File: config.mk
export PLATFORM = sky130hd
export DESIGN_NAME = buffered_serial
export DESIGN_NICKNAME = d
export VERILOG_FILES = /design/src/rtl/serial_pkg.sv /design/src/rtl/sync_fifo.sv /design/src/rtl/buffered_serial.sv
export SDC_FILE = /design/constraint.sdc
export NUM_CORES = 1
export LEC_CHECK = 0
export ABC_AREA = 1
export CAP_MARGIN = 20
export CELL_PAD_IN_SITES_DETAIL_PLACEMENT = 1
export CELL_PAD_IN_SITES_GLOBAL_PLACEMENT = 1
export CORE_MARGIN = 2
export CORE_UTILIZATION = 34
export DETAILED_ROUTE_END_ITERATION = 10
export GPL_ROUTABILITY_DRIVEN = 0
export GPL_TIMING_DRIVEN = 0
export PLACE_DENSITY = 0.78
export SLEW_MARGIN = 20
export SYNTH_ARGS = -nofsm -noshare
export SYNTH_HDL_FRONTEND = slang
export SYNTH_SLANG_ARGS = --single-unit
File: constraint.sdc
create_clock -name clk -period 2 [get_ports clk]
set_clock_uncertainty 0.05 [all_clocks]
set_input_delay 0.4 -clock clk [delete_from_list [all_inputs] [get_ports clk]]
set_output_delay 0.4 -clock clk [all_outputs]
set_load 0.02 [all_outputs]
File: src/rtl/serial_pkg.sv
// Shared definitions for the buffered serial port: register offsets, STATUS layout
// and the sticky-flag clear mask.
package serial_pkg;

  localparam logic [31:0] DATA_OFF   = 32'd0;
  localparam logic [31:0] STATUS_OFF = 32'd1;

  localparam int ST_RXAVAIL   = 0;
  localparam int ST_TXFULL    = 1;
  localparam int ST_TXEMPTY   = 2;
  localparam int ST_RXOVER    = 3;
  localparam int ST_TXDROP    = 4;
  localparam int ST_RXUNDER   = 5;
  localparam int ST_RXCNT_LSB = 8;
  localparam int ST_TXCNT_LSB = 16;

  localparam logic [31:0] W1C_MASK = 32'h0000_0038;

  typedef enum logic [2:0] {
    ACC_NONE,
    ACC_DATA_WR,
    ACC_DATA_RD,
    ACC_STAT_WR,
    ACC_STAT_RD
  } access_t;

  // Field order mirrors STATUS bits 5..3 so a W1C slice casts straight across.
  typedef struct packed {
    logic rxUnder;
    logic txDrop;
    logic rxOver;
  } sticky_t;

endpackage

File: src/rtl/sync_fifo.sv
// Single-clock FIFO with a combinational head; the head reads as zero while empty.
module sync_fifo #(
  parameter int WIDTH = 8,
  parameter int DEPTH = 4
) (
  input  logic                     clk,
  input  logic                     reset,
  input  logic                     push,
  input  logic                     pop,
  input  logic [WIDTH-1:0]         wdata,
  output logic [WIDTH-1:0]         rdata,
  output logic                     full,
  output logic                     empty,
  output logic [$clog2(DEPTH):0]   count
);

  localparam int AW = $clog2(DEPTH);
  localparam logic [AW:0] FULL_CNT = (AW+1)'(DEPTH);

  logic [WIDTH-1:0] r_mem [DEPTH];
  logic [AW-1:0]    r_wrPtr;
  logic [AW-1:0]    r_rdPtr;
  logic [AW:0]      r_count;
  logic             w_doPush;
  logic             w_doPop;

  // A push into a full FIFO is only taken when the same edge frees a slot.
  assign w_doPush = push && (!full || pop);
  assign w_doPop  = pop && !empty;

  assign full  = (r_count == FULL_CNT);
  assign empty = (r_count == '0);
  assign count = r_count;
  assign rdata = empty ? '0 : r_mem[r_rdPtr];

  always_ff @(posedge clk) begin
    if (w_doPush) begin
      r_mem[r_wrPtr] <= wdata;
    end
  end

  always_ff @(posedge clk or posedge reset) begin
    if (reset) begin
      r_wrPtr <= '0;
      r_rdPtr <= '0;
      r_count <= '0;
    end else begin
      if (w_doPush) begin
        r_wrPtr <= r_wrPtr + AW'(1);
      end
      if (w_doPop) begin
        r_rdPtr <= r_rdPtr + AW'(1);
      end
      case ({w_doPush, w_doPop})
        2'b10:   r_count <= r_count + (AW+1)'(1);
        2'b01:   r_count <= r_count - (AW+1)'(1);
        default: r_count <= r_count;
      endcase
    end
  end

endmodule

File: src/rtl/buffered_serial.sv
// Memory-mapped serial port: two-word register window on the operand bus, TX/RX
// FIFOs toward valid/ready byte streams, and a STATUS register with sticky errors.
module buffered_serial
  import serial_pkg::*;
#(
  parameter logic [31:0] BASE     = 32'd32,
  parameter int          DATA_W   = 8,
  parameter int          TX_DEPTH = 4,
  parameter int          RX_DEPTH = 4
) (
  input  logic              clk,
  input  logic              reset,
  input  logic              enable,
  input  logic              rw,
  input  logic [31:0]       addr,
  input  logic [31:0]       wdata,
  output logic [31:0]       rdata,
  output logic              ack,
  output logic [DATA_W-1:0] tx_data,
  output logic              tx_valid,
  input  logic              tx_ready,
  input  logic [DATA_W-1:0] rx_data,
  input  logic              rx_valid,
  output logic              rx_ready
);

  localparam int TX_CW = $clog2(TX_DEPTH) + 1;
  localparam int RX_CW = $clog2(RX_DEPTH) + 1;

  logic [31:0]       w_offset;
  logic              w_inRange;
  access_t           w_access;
  logic              w_txPush, w_txPop, w_txFull, w_txEmpty;
  logic [TX_CW-1:0]  w_txCount;
  logic              w_rxPush, w_rxPop, w_rxFull, w_rxEmpty;
  logic [RX_CW-1:0]  w_rxCount;
  logic [DATA_W-1:0] w_rxHead;
  logic [31:0]       w_w1c;
  logic [31:0]       w_status;
  logic [31:0]       w_rdataNext;
  sticky_t           w_evt, w_clr, w_stickyNext;
  logic              w_unusedWdata;

  logic              r_ack;
  logic [31:0]       r_rdata;
  sticky_t           r_sticky;

  // Offset subtraction keeps the window check safe when BASE sits near the top of memory.
  assign w_offset  = addr - BASE;
  assign w_inRange = enable && (addr >= BASE) && (w_offset < 32'd2);

  always_comb begin
    w_access = ACC_NONE;
    if (w_inRange) begin
      if (w_offset == DATA_OFF) begin
        w_access = rw ? ACC_DATA_WR : ACC_DATA_RD;
      end else begin
        w_access = rw ? ACC_STAT_WR : ACC_STAT_RD;
      end
    end
  end

  assign w_txPush = (w_access == ACC_DATA_WR);
  assign w_txPop  = tx_valid && tx_ready;
  assign tx_valid = !w_txEmpty;

  assign rx_ready = !w_rxFull;
  assign w_rxPush = rx_valid && rx_ready;
  assign w_rxPop  = (w_access == ACC_DATA_RD) && !w_rxEmpty;

  sync_fifo #(.WIDTH(DATA_W), .DEPTH(TX_DEPTH)) u_txFifo (
    .clk   (clk),
    .reset (reset),
    .push  (w_txPush),
    .pop   (w_txPop),
    .wdata (wdata[DATA_W-1:0]),
    .rdata (tx_data),
    .full  (w_txFull),
    .empty (w_txEmpty),
    .count (w_txCount)
  );

  sync_fifo #(.WIDTH(DATA_W), .DEPTH(RX_DEPTH)) u_rxFifo (
    .clk   (clk),
    .reset (reset),
    .push  (w_rxPush),
    .pop   (w_rxPop),
    .wdata (rx_data),
    .rdata (w_rxHead),
    .full  (w_rxFull),
    .empty (w_rxEmpty),
    .count (w_rxCount)
  );

  assign w_evt.txDrop  = w_txPush && w_txFull && !w_txPop;
  assign w_evt.rxOver  = rx_valid && w_rxFull;
  assign w_evt.rxUnder = (w_access == ACC_DATA_RD) && w_rxEmpty;
  assign w_w1c         = wdata & W1C_MASK;
  assign w_unusedWdata = ^wdata;

  always_comb begin
    w_clr = '0;
    if (w_access == ACC_STAT_RD) begin
      w_clr = '1;
    end else if (w_access == ACC_STAT_WR) begin
      w_clr = sticky_t'(w_w1c[ST_RXUNDER:ST_RXOVER]);
    end
  end

  // Events are OR-ed in after the clear so a same-cycle event survives a clear.
  assign w_stickyNext = sticky_t'((r_sticky & ~w_clr) | w_evt);

  always_comb begin
    w_status                        = '0;
    w_status[ST_RXAVAIL]            = !w_rxEmpty;
    w_status[ST_TXFULL]             = w_txFull;
    w_status[ST_TXEMPTY]            = w_txEmpty;
    w_status[ST_RXOVER]             = r_sticky.rxOver;
    w_status[ST_TXDROP]             = r_sticky.txDrop;
    w_status[ST_RXUNDER]            = r_sticky.rxUnder;
    w_status[ST_RXCNT_LSB +: 8]     = 8'(w_rxCount);
    w_status[ST_TXCNT_LSB +: 8]     = 8'(w_txCount);
  end

  always_comb begin
    w_rdataNext = '0;
    case (w_access)
      ACC_DATA_RD: w_rdataNext = 32'(w_rxHead);
      ACC_STAT_RD: w_rdataNext = w_status;
      default:     w_rdataNext = '0;
    endcase
  end

  always_ff @(posedge clk or posedge reset) begin
    if (reset) begin
      r_ack    <= 1'b0;
      r_rdata  <= '0;
      r_sticky <= '0;
    end else begin
      r_ack    <= w_inRange;
      r_rdata  <= w_rdataNext;
      r_sticky <= w_stickyNext;
    end
  end

  assign ack   = r_ack;
  assign rdata = r_rdata;

endmodule

* Yosys cells after proc, flatten, opt, wreduce, memory -nomap -nowiden *
Memories as Yosys holds them, arrays and structs flattened.
Index checks and enable logic that the tools add are counted.

word-level totals
  register bits after elaboration = 50
  latch bits = 0
  bits in writable memories = 64
  memory bits (read-only) = 0
  input port bits = 78
  output and inout bits = 43
  logic and storage cells = 77
  memories = 2

cells by class
  add/subtract/negate cells = 9
  multiply operators = 0
  divide/modulo/power cells = 0
  magnitude comparators = 2
  equal/unequal tests = 10
  shift-type cells = 0
  muxes and demuxes = 15
  bitwise operators = 3
  reductions and logical operators = 25

memory list
  name            words  bits a word  read ports  clocked after memory_dff  wr ports  RTL line         source
  u_rxFifo.r_mem  4      8            1           0                         1         sync_fifo.sv:20  logic [WIDTH-1:0] r_mem [DEPTH];
  u_txFifo.r_mem  4      8            1           0                         1         sync_fifo.sv:20

operators by type and width
  cell                   count
  $pmux 19 s2            1
  $ge 32x6->1 const B    1
  $logic_not 32->1       1
  $lt 32x2->1 const B    1
  $sub 32x6->32 const B  1
  $mux 8                 2
  $mux 3                 5
  $logic_and 1x1->1      13
  $pmux 3 s2             2
  $eq 3x3->1 const B     3
  $add 2x1->2 const B    4
  $add 3x1->3 const B    2
  $eq 3x2->1 const B     2
  $logic_not 3->1        2
  $sub 3x1->3 const B    2
  $logic_not 1->1        5
  $eq 2x1->1 const B     2
  $eq 2x2->1 const B     2
  $mux 1                 4
  $reduce_bool 2->1      2
  $and 3x3->3            1
  $eq 3x1->1 const B     1
  $not 3->3              1
  $or 3x3->3             1
  other kinds (2)        3

* Depth between registers and ports, before layout *
  depth in word-level cells = 10
  depth in mapped cells = 24
  mapped depth without buffers = 24

* Cells and area by module *
Synthesis repeated with hierarchy kept, for this count alone.

unflattened totals
  cell total of the unflattened synthesis = 645
  area, all modules = 5358.9 um^2

modules (own cells, without submodules)
  module           instances  cells an instance  area an instance (um^2)  sequential area each (um^2)
  sync_fifo        2          186                1840.5                   1136.1
  buffered_serial  1          273                1677.9                   450.4

* Worst setup path before layout *
No wires, ideal clock.

  kind = input to register
  from = input port addr[5]
  to = register u_rxFifo.r_count[2], in the netlist u_rxFifo.count[2]
  setup time = 0.131 ns
  data arrival time = 3.177 ns
  data required time = 1.819 ns
  slack = -1.358 ns
  stages = 21
  path buffers = 0
  cell sequence = inv_1 -> ha_1 -> nand2_2 -> nor2_4 -> nand2_2 -> nor2_4 -> nand2_1 -> nor2_1 -> xor2_1 -> nor2_2 -> nand3_1 -> ha_1 -> nand2_1 -> nor2_4 -> nand2_4 -> inv_1 -> ha_1 -> fa_1 -> a21oi_1 -> o21ai_0 -> xor2_1

on the way
  elaborated cells on any way between the ends = 17
  those cells by class = 1 x add/sub; 2 x order compare; 3 x eq/ne; 3 x mux; 8 x reduce/logical

RTL lines
  element                                                 RTL line                                      source
  start: declaration                                      buffered_serial.sv:15                         input logic [31:0] addr,
  $sub 32x6->32 / $ge 32x6->1 (equally long branches)     buffered_serial.sv:49, buffered_serial.sv:50
  $lt 32x2->1 (tied with other cells)                     buffered_serial.sv:50                         assign w_inRange = enable && (addr >= BASE) && (w_offset < 32'd2);
  $logic_and 1x1->1 / $mux 3 (equally long branches)      buffered_serial.sv:50, buffered_serial.sv:55
  $mux 3 (*)                                              buffered_serial.sv:54                         if (w_inRange) begin
  $eq 3x2->1 (*)                                          buffered_serial.sv:69                         assign w_rxPop = (w_access == ACC_DATA_RD) && !w_rxEmpty;
  $logic_and 1x1->1 (*)                                   buffered_serial.sv:69
  $logic_and 1x1->1 (*)                                   sync_fifo.sv:29                               assign w_doPop = pop && !empty;
  named net u_rxFifo.w_doPop                              sync_fifo.sv:25                               logic w_doPop;
  $eq 2x1->1 / $eq 2x2->1 (equally long branches)         sync_fifo.sv:54                               case ({w_doPush, w_doPop})
  $pmux 3 s2 / $reduce_bool 2->1 (equally long branches)  -
  end signal: assignment                                  sync_fifo.sv:55                               2'b10: r_count <= r_count + (AW+1)'(1);
  end signal: assignment                                  sync_fifo.sv:56                               2'b01: r_count <= r_count - (AW+1)'(1);
  end signal: assignment                                  sync_fifo.sv:57                               default: r_count <= r_count;
  end: declaration                                        sync_fifo.sv:23                               logic [AW:0] r_count;

Mark *: on every way through the listed nets, which the timed path passes. The rest lies on a longest branch.
A chain may end at the register's enable or synchronous reset.

* Final worst setup path *
  from = input port addr[16]
  to = register u_rxFifo.r_count[1], in the netlist u_rxFifo.count[1]

Same word-level chain as after synthesis.

==> impl_metrics.json <==
{
  "post_route_cells_drive_above_1_share": 0.371,
  "setup_violations": 66,
  "cts-buffers-inserted": 9,
  "cts-htree-levels": 3,
  "synth-seq-cells": 96,
  "yosysUniqueCellTypes": 37,
  "remaining_global_route_overflow": 0,
  "timing.slew.headroom": 0.538,
  "setup_tns_ns": -54.47,
  "ys_seq_area_frac": 0.537,
  "crit_type": "in -> reg",
  "start_util": 0.349,
  "clockRootBuffer": "sky130_fd_sc_hd__clkbuf_16",
  "path_clk_slew_ns": 0.06,
  "drv_cap": 0,
  "grt_max_degree": 33,
  "postCtsHoldBufs": 0,
  "critical_path.cell_chain": "buf_2, nor2_4, nand2_1, nor2_4, nand2_2, nand2_1, nand2_1, nor2_1, nand2_1, nor2_2, nand2_2, nor2_4, nand3_2, ha_4, nand2_4, nor2_4, nand2_4, inv_2, ha_4, fa_2, nor2_2, a21oi_2",
  "boundaryPins": 121,
  "timing.fmax_mhz": 314,
  "global_route.usage.total": 0.189,
  "cp_slowest_cell": "sky130_fd_sc_hd__fa_2",
  "routed-via-count": 4576,
  "fin_nets": 818,
  "netlist_instances": 555,
  "post-route-min-period_ns": 3.19,
  "power_density_nw_per_um2": 925,
  "worst_setup_path_start_kind": "input pin",
  "worst_slack_ns": -1.19,
  "post-dp-hpwl_um": 9950,
  "static-leakage-power_nw": 3.16,
  "critPathMaxFanout": 4,
  "layout_common_cells": "sky130_fd_sc_hd__nand2_1 (73), sky130_fd_sc_hd__buf_4 (70), sky130_fd_sc_hd__edfxtp_1 (64)",
  "total_switching_power_mw": 2.48,
  "hold_path.class": "in -> async",
  "post-route-period-util": 1.59,
  "synth.yosys.warnings": 0,
  "worst_pin_slew_ns": 0.692,
  "inserted_diodes": 0,
  "design.die.area_sq_um": 15900,
  "avgSynthCellArea_sq_um": 9.14,
  "first_pass_iters": 4,
  "timing_hold_violations_final": 0,
  "cts_tree": "built",
  "number_of_drc_markers_after_the_initial_detailed_route_iteration": 224,
  "floorplan.die.height_um": 126,
  "synth_flop_cell": "sky130_fd_sc_hd__edfxtp_1",
  "power_frac_clock": 0.242,
  "rsz0062_at_grt": "true",
  "layout_commonest_cell": "sky130_fd_sc_hd__nand2_1",
  "timing_max_transition_violations_final": 0,
  "total_wirelength_um": 17100,
  "numClockSinks": 96,
  "seq_power_share": 0.370,
  "floorplan.core_area_sq_um": 14500,
  "cts-root-to-sink-buffers": 2,
  "grt_antenna_before_repair": 0,
  "sw_frac_of_total": 0.355,
  "failed_checks": "negative setup slack",
  "first_pass_grt_wire_length_um": 23700,
  "die_w_um": 126,
  "power_report.internal_total_mw": 4.52,
  "synth_edf_count": 64,
  "synthesis.area_sq_um": 5070,
  "synth-async-reset-ratio": 0.333,
  "max_stage_delay_ns": 0.44,
  "status": "finished, violations left",
  "area.growth.synth_to_final_pct": 49.3,
  "insertion_delay_ns": 0.34,
  "via_count_of_the_first_global_routing_pass": 4720,
  "vdd_drop_max_v": 0.000492,
  "row_count": 44,
  "power_mw": 7.00,
  "post_drt_wl_per_cell_um": 18.7,
  "rr_worst_depth": 9,
  "timing.critical_path.required_ns": 2.17,
  "combinationalPowerShare": 0.388,
  "via_per_inst": 5.01,
  "port_buffers": 78,
  "detail-route-antenna-nets": 0,
  "worstPathArrival_ns": 3.36,
  "detail_route.drc_violations": 0,
  "cp-end-kind": "flip-flop"
}
path summary, 6_finish.rpt:
| kind | slack [ns] | to | startpoint |
|---|---|---|---|
| max | -1.19 | u_rxFifo.count[1]$_DFFE_PP0P_ | addr[16] |
| min | 0.44 | rdata[2]$_DFF_PP0_ | reset |
| max reg2reg | -0.46 | u_rxFifo.count[2]$_DFFE_PP0P_ | u_rxFifo.count[0]$_DFFE_PP0P_ |
| min reg2reg | 0.48 | rdata[7]$_DFF_PP0_ | u_rxFifo.r_mem[0][7]$_DFFE_PP_ |
| max in group asynchronous | 0.97 | u_txFifo.r_rdPtr[0]$_DFFE_PP0P_ | reset |
| min in group clk | 0.48 | rdata[7]$_DFF_PP0_ | u_rxFifo.r_mem[0][7]$_DFFE_PP_ |
metal layers:
metal,GRT usage,routed length [um],vias to the layer above
met2,0.359,9490,152
met4,0.0627,672,0
met5,0,0,-
met3,0.0331,673,48
met1,0.211,6280,2247
li1,-,-,2129
registers in the layout, indices dropped and copies added, names as in the netlist:
name	flops
ack	1
r_sticky	3
rdata	14
u_rxFifo.count	3
u_rxFifo.r_mem	32
u_rxFifo.r_rdPtr	2
u_rxFifo.r_wrPtr	2
u_txFifo.count	3
u_txFifo.r_mem	32
u_txFifo.r_rdPtr	2
u_txFifo.r_wrPtr	2
synthesized netlist by cell type, types with 2 or more instances:
library cell | count | share of area
sky130_fd_sc_hd__inv_2 | 4 | 0.0030
sky130_fd_sc_hd__nor2_4 | 8 | 0.018
sky130_fd_sc_hd__inv_1 | 64 | 0.047
sky130_fd_sc_hd__a21oi_1 | 17 | 0.017
sky130_fd_sc_hd__nand3_1 | 26 | 0.026
sky130_fd_sc_hd__nand2_2 | 5 | 0.0062
sky130_fd_sc_hd__edfxtp_1 | 64 | 0.38
sky130_fd_sc_hd__fa_1 | 2 | 0.0079
sky130_fd_sc_hd__o21ai_0 | 35 | 0.035
sky130_fd_sc_hd__ha_1 | 13 | 0.032
sky130_fd_sc_hd__nor3_2 | 2 | 0.0039
sky130_fd_sc_hd__nand2_1 | 91 | 0.067
sky130_fd_sc_hd__buf_4 | 18 | 0.027
sky130_fd_sc_hd__nand3b_1 | 3 | 0.0044
sky130_fd_sc_hd__nor2_1 | 101 | 0.075
sky130_fd_sc_hd__nand4_1 | 13 | 0.016
sky130_fd_sc_hd__nor2_2 | 6 | 0.0074
sky130_fd_sc_hd__dfrtp_1 | 32 | 0.16
sky130_fd_sc_hd__o22ai_2 | 2 | 0.0049
sky130_fd_sc_hd__o22ai_1 | 6 | 0.0074
sky130_fd_sc_hd__xor2_1 | 9 | 0.016
sky130_fd_sc_hd__nor3_1 | 5 | 0.0049
sky130_fd_sc_hd__o21ai_1 | 5 | 0.0049
sky130_fd_sc_hd__xnor2_1 | 2 | 0.0035
sky130_fd_sc_hd__clkbuf_1 | 8 | 0.0059
sky130_fd_sc_hd__nor4_1 | 3 | 0.0037
power by group through the flow:
| stage | Sequential [mW] | Clock [mW] | Combinational (mW) |
|---|---|---|---|
| global route | 2.61 | 1.79 | 2.93 |
| floorplan | 2.51 | 0 | 1.18 |
| detailed placement | 2.55 | 0 | 1.93 |
| global placement | 2.53 | 0 | 1.84 |
| finish | 2.59 | 1.69 | 2.72 |
| CTS | 2.57 | 1.70 | 2.10 |
repair_timing:
item | 4_1_cts | 5_1_grt
cloned | 0 | 1
buffers inserted | 43 | 24
pin swaps | 60 | 56
endpoints found under the setup margin | 86 | 69
gates resized for setup | 199 | 122
through the flow:
stage                     cells  cell area (sq um)  utilization  hold WS, ns  setup slack (ns)
after CTS                   891               7070        0.486        0.450            -0.989
after global placement      834               6260        0.431        0.438             -2.18
after floorplan             572               5250            -        0.419             -1.13
final                       914               7570        0.521        0.439             -1.19
after global routing        914               7570        0.521        0.501             -1.29
after detailed placement    834               6260        0.431        0.445             -2.28
layout make-up:
class	instances	area (sq um)
plain buffers	25	200
clock buffers	10	229
clock inverters	6	58.8
fillers	1641	6960
inverters	69	297
multi-input cells	380	2500
flip-flops and latches	96	2730
well taps	184	230
repair buffers	144	1330
critical path, delay by kind of cell:
family	cells	cell delay (ns)
fa+ha+maj	3	0.88
buf+inv	2	0.21
simple gates	16	1.81
compound gates	1	0.05
cell families after synthesis:
kind of cell / Yosys count / share of synthesized area
flops: 96 / 0.537
fa+ha+maj: 15 / 0.0400
compound gates: 67 / 0.0715
other cells: 1 / 0.000739
xor+xnor: 11 / 0.0190
simple gates: 269 / 0.246
buf+inv: 96 / 0.0858
Power figures use the tool's default switching activity.
